==> src/rtl/bus_master.sv <==
// bus_master: turns one operand-pair command into a register-write sequence
// toward a multiply slave (A, then B, then result request). It waits a bounded
// number of cycles for the slave's ready and returns the product, or an error
// response on timeout. All outputs are registered.
module bus_master #(
  parameter int TIMEOUT = 64,
  parameter int HOLD    = 2
) (
  input  logic        clk,
  input  logic        rst_n,
  input  logic        cmd_valid,
  output logic        cmd_ready,
  input  logic [31:0] op_a,
  input  logic [31:0] op_b,
  output logic        valid,
  output logic        start,
  output logic [31:0] address,
  output logic [31:0] register_data,
  input  logic        ready,
  input  logic [31:0] result_data,
  output logic        rsp_valid,
  input  logic        rsp_ready,
  output logic [31:0] rsp_data,
  output logic        rsp_err,
  output logic        busy
);

  typedef enum logic [2:0] {
    S_IDLE,
    S_WR_A,
    S_WR_B,
    S_REQ,
    S_WAIT,
    S_RESP
  } state_t;

  // Counter widths sized so TIMEOUT-1 and HOLD-1 are always representable.
  localparam int TW = $clog2(TIMEOUT + 1);
  localparam int HW = $clog2(HOLD + 1);
  localparam logic [TW-1:0] TO_LAST   = TW'(TIMEOUT - 1);
  localparam logic [HW-1:0] HOLD_LAST = HW'(HOLD - 1);

  localparam logic [31:0] ADDR_RESULT = 32'd0;
  localparam logic [31:0] ADDR_OP_A   = 32'd1;
  localparam logic [31:0] ADDR_OP_B   = 32'd2;

  state_t        state;
  logic [31:0]   op_a_q;
  logic [31:0]   op_b_q;
  logic [TW-1:0] wait_cnt;
  logic [HW-1:0] hold_cnt;

  // Single FSM: every output is loaded on the edge that enters a state, so the
  // bus and response signals are pure flops with no path from ready/cmd_valid.
  // cmd_ready resets low and rises on the first clock after reset release.
  always_ff @(posedge clk or negedge rst_n) begin
    if (!rst_n) begin
      state         <= S_IDLE;
      op_a_q        <= '0;
      op_b_q        <= '0;
      wait_cnt      <= '0;
      hold_cnt      <= '0;
      cmd_ready     <= 1'b0;
      valid         <= 1'b0;
      start         <= 1'b0;
      address       <= '0;
      register_data <= '0;
      rsp_valid     <= 1'b0;
      rsp_data      <= '0;
      rsp_err       <= 1'b0;
      busy          <= 1'b0;
    end else begin
      case (state)
        S_IDLE: begin
          cmd_ready <= 1'b1;
          if (cmd_ready && cmd_valid) begin
            op_a_q        <= op_a;
            op_b_q        <= op_b;
            hold_cnt      <= '0;
            cmd_ready     <= 1'b0;
            busy          <= 1'b1;
            valid         <= 1'b1;
            start         <= 1'b0;
            address       <= ADDR_OP_A;
            register_data <= op_a;
            state         <= S_WR_A;
          end
        end

        S_WR_A: begin
          if (hold_cnt == HOLD_LAST) begin
            hold_cnt      <= '0;
            address       <= ADDR_OP_B;
            register_data <= op_b_q;
            state         <= S_WR_B;
          end else begin
            hold_cnt      <= hold_cnt + 1'b1;
            register_data <= op_a_q;
          end
        end

        S_WR_B: begin
          if (hold_cnt == HOLD_LAST) begin
            hold_cnt      <= '0;
            wait_cnt      <= '0;
            start         <= 1'b1;
            address       <= ADDR_RESULT;
            register_data <= '0;
            state         <= S_REQ;
          end else begin
            hold_cnt      <= hold_cnt + 1'b1;
          end
        end

        S_REQ: begin
          wait_cnt <= '0;
          state    <= S_WAIT;
        end

        S_WAIT: begin
          if (ready) begin
            rsp_data  <= result_data;
            rsp_err   <= 1'b0;
            rsp_valid <= 1'b1;
            valid     <= 1'b0;
            start     <= 1'b0;
            state     <= S_RESP;
          end else if (wait_cnt == TO_LAST) begin
            rsp_data  <= '0;
            rsp_err   <= 1'b1;
            rsp_valid <= 1'b1;
            valid     <= 1'b0;
            start     <= 1'b0;
            state     <= S_RESP;
          end else begin
            wait_cnt  <= wait_cnt + 1'b1;
          end
        end

        S_RESP: begin
          if (rsp_ready) begin
            rsp_valid <= 1'b0;
            busy      <= 1'b0;
            cmd_ready <= 1'b1;
            state     <= S_IDLE;
          end
        end

        default: begin
          state     <= S_IDLE;
          valid     <= 1'b0;
          start     <= 1'b0;
          address   <= '0;
          rsp_valid <= 1'b0;
          busy      <= 1'b0;
          cmd_ready <= 1'b0;
        end
      endcase
    end
  end

endmodule
==> config.mk <==
export PLATFORM = sky130hd
export DESIGN_NAME = bus_master
export DESIGN_NICKNAME = d
export VERILOG_FILES = /design/src/rtl/bus_master.sv
export SDC_FILE = /design/constraint.sdc
export NUM_CORES = 1
export LEC_CHECK = 0
export ABC_CLOCK_PERIOD_IN_PS = 1800
export BUFFER_PORTS_ARGS = -buffer_cell sky130_fd_sc_hd__buf_2
export CAP_MARGIN = 10
export CORE_UTILIZATION = 35
export CTS_CLUSTER_SIZE = 8
export DETAILED_ROUTE_END_ITERATION = 16
export HOLD_SLACK_MARGIN = 0.12
export SKIP_CTS_REPAIR_TIMING = 1
export SLEW_MARGIN = 40
export SYNTH_ARGS = -nofsm -noshare
export SYNTH_HDL_FRONTEND = slang
export SYNTH_SLANG_ARGS = --single-unit
==> constraint.sdc <==
create_clock -name clk -period 1.8 [get_ports clk]
set_input_delay 0.36 -clock clk [delete_from_list [all_inputs] [get_ports clk]]
set_output_delay 0.36 -clock clk [all_outputs]
set_load 0.02 [all_outputs]
==> reports/results.tsv <==
stage	metric	value	unit
pwr	cell area power density	1950	nW/um^2
synthesis	synthesized area per cell	13.4	um^2
cells_and_area	most common cell after layout, fill and taps aside	buf_2	
clocking	CTS tree	done	
drt	detailed-route DRC error count	0	
timing	setup_tns	0	ns
timing	Final Max Slew Viols	0	
worst_setup_path	critical path arrival	2.03	ns
synthesis	cell count after synthesis	496	
synthesis	Post-synth EDFFs	0	
worst_setup_path	CP endpoint kind	flip-flop	
drt	Initial DRC Count	172	
drt	Antenna Nets Post-Route	0	
worst_setup_path	WS Path Type	reg2reg	
clocking	H-tree depth	4	
drt	Vias/cell	5.04	
grt	largest net degree at the start of global routing	43	
grt	initial antenna violation count	0	
placed_design	pre-CTS WS	0.0229	ns
timing	clock skew	0.00632	ns
placed_design	Final Wtd Congestion	0.789	
clocking	CTS buffer count	17	
timing	fin worst setup slack	0.118	ns
cells_and_area	most frequent cells in the layout	buf_2 (171), dfrtp_1 (147), mux2_2 (96)	
synthesis	register area share after synthesis	55.7	%
cells_and_area	n_diodes	0	
drt	Routed Wire Length	15700	um
die	Site Rows	50	
timing	Tmin final	1.68	ns
synthesis	Yosys reg bits	148	
pwr	Sw Pwr	6100	uW
placed_design	IO buf count	172	
placed_design	HPWL after DPL	10900	um
die	CORE AREA	18600	um^2
grt	vias in the first global route	4949	
job	max-cap violations	0	
pwr	Seq pwr share	35.5	%
drt	vias	4690	
grt	grt met2 use	28.5	%
clocking	Clk pin slew, worst setup/hold paths	0.07	ns
grt	first-pass GRT wire length	25400	um
clocking	Clock Path Buffers	2	
synthesis	Yosys Warn Count	0	
worst_setup_path	crit path from	wait_cnt[0]$_DFFE_PN0P_	
grt	met3 global-route usage	4.27	%
clocking	Worst-Skew Late Latency	0.41	ns
grt	grt met1 use	20.0	%
die	I/O pins	203	
pwr	Clock Power Share	21.0	%
hold_path	hold path depth	2	
grt	grt ovf	0	
timing	setup-violating endpoint count in the final report	0	
synthesis	Synth Flop Type	dfrtp_1	
pwr	total power	16600	uW
grt	GR peak layer	met2	
cells_and_area	share of layout cells above drive strength 1	48.8	%
clocking	Root Buffer	clkbuf_16	
worst_setup_path	crit path max fanout	7	
die	Initial Util	35.7	%
worst_setup_path	Worst Path Required	2.15	ns
worst_setup_path	startpoint class of the critical path	flip-flop	
drt	routed len/inst	16.9	um
synthesis	post-synth design cell area	6650	um^2
pwr	sw frac	36.8	%
die	die height	140	um
drt	DR pass1 iterations	4	
outcome	status	complete, no violations	
synthesis	Post-synth ARST share	100	%
timing	period utilisation layout	93.5	%
hold_path	hold path startpoint	result_data[30]	
die	Die X	140	um
pwr	Leak	0.00415	uW
hold_path	HP Class	in2reg	
die	Die ar.	19500	um^2
clocking	Clock Sinks	148	
worst_setup_path	reg2reg start	wait_cnt[0]$_DFFE_PN0P_	
pwr	Max IR drop VDD	0.833	mV
pwr	Gate power share	43.6	%
cells_and_area	area grow syn2layout	27.8	%
pwr	cell-internal power	10500	uW
cells_and_area	Nets	786	
timing	Fin. Hold Viols	0	
worst_setup_path	R2R cell count	6	
timing	RSZ-0062 raised after global routing	no	
synthesis	Synth cell types	48	
grt	GRT Overall Usage	16.6	%
timing	Peak Freq	0.594	GHz
[worst max-delay path: stages (launching register included)]
cell     delay [ns]
dfrtp_1        0.41
ha_1           0.25
nand4_1        0.14
buf_4          0.16
o21ai_2        0.09
or4_1          0.50
nand2_1        0.08
[cell type report]
| cell class | instances | area [um^2] |
|---|---|---|
| fillers | 1704 | 10100 |
| clock buffers | 18 | 439 |
| repair buffers | 203 | 1240 |
| flip-flops and latches | 148 | 3700 |
| well taps | 234 | 293 |
| clock inverters | 14 | 143 |
| inverters | 7 | 26.3 |
| multi-input cells | 307 | 2650 |
[sequential cells by signal (all words and copies together), names as in the netlist]
name / count
busy: 1
state: 3
start: 1
rsp_valid: 1
address: 2
wait_cnt: 7
op_b_q: 32
op_a_q: 32
cmd_ready: 1
rsp_data: 32
valid: 1
register_data: 32
hold_cnt: 2
rsp_err: 1
[power by group through the flow]
stage | logic, uW | clock network (uW) | registers, uW
4_1_cts | 7290 | 3560 | 5880
3_5_place_dp | 7280 | 0 | 5900
2_1_floorplan | 4150 | 0 | 6620
6_report | 7230 | 3480 | 5880
3_3_place_gp | 7070 | 0 | 5820
5_1_grt | 7830 | 3700 | 6080
[per-stage QoR]
stage | util (%) | instance area [um^2] | hold WS, ns | cells
after floorplan | - | 6760 | 0.0644 | 525
after CTS | 45.4 | 8460 | -0.139 | 927
after global placement | 42.2 | 7880 | 0.304 | 895
after global routing | 45.6 | 8490 | 0.142 | 931
final | 45.6 | 8490 | 0.162 | 931
after detailed placement | 42.2 | 7880 | 0.309 | 895
[Yosys cell counts (2+ instances only)]
master,number,area (um^2)
dfrtp_1,148,3700
mux2_2,96,1080
a22o_1,33,289
buf_4,33,248
mux2i_1,33,330
o2bb2ai_1,33,289
buf_2,16,80.1
clkbuf_1,11,41.3
nor2_1,9,33.8
nand2_1,8,30.0
o21ai_0,7,35.0
a21oi_1,6,30.0
inv_1,6,22.5
nand2b_1,5,31.3
nand3_1,5,25.0
and3_1,3,18.8
o211a_1,3,30.0
o211ai_1,3,22.5
a211oi_1,2,15.0
a2bb2oi_1,2,17.5
and2_1,2,12.5
buf_6,2,22.5
nor2b_1,2,12.5
o21a_1,2,15.0
o32ai_1,2,17.5
xor2_1,2,17.5
[kinds of logic after synthesis]
family          Yosys count  synth area share, %
buf+inv                  70                 6.34
mux                     129                 21.2
other cells               1               0.0564
xor+xnor                  2                0.264
fa+ha+maj                 1                0.188
simple gates             40                 3.37
compound gates          105                 12.8
flops                   148                 55.7
[path summary, 6_finish.rpt]
path,end,slack (ns)
min reg2reg,rsp_data[15]$_DFFE_PN0P_,0.49
max reg2reg,wait_cnt[4]$_DFFE_PN0P_,0.12
max,wait_cnt[4]$_DFFE_PN0P_,0.12
max in group asynchronous,op_b_q[22]$_DFFE_PN0P_,0.81
min,rsp_data[30]$_DFFE_PN0P_,0.16
min in group asynchronous,rsp_data[20]$_DFFE_PN0P_,0.42
[per-layer routing]
| metal | vias up | routed length (um) |
|---|---|---|
| li1 | 2142 | - |
| met1 | 2412 | 6760 |
| met3 | 17 | 585 |
| met2 | 119 | 8070 |
| met5 | - | 0 |
| met4 | 0 | 276 |
Note: power is estimated with default switching activity, not from simulation.
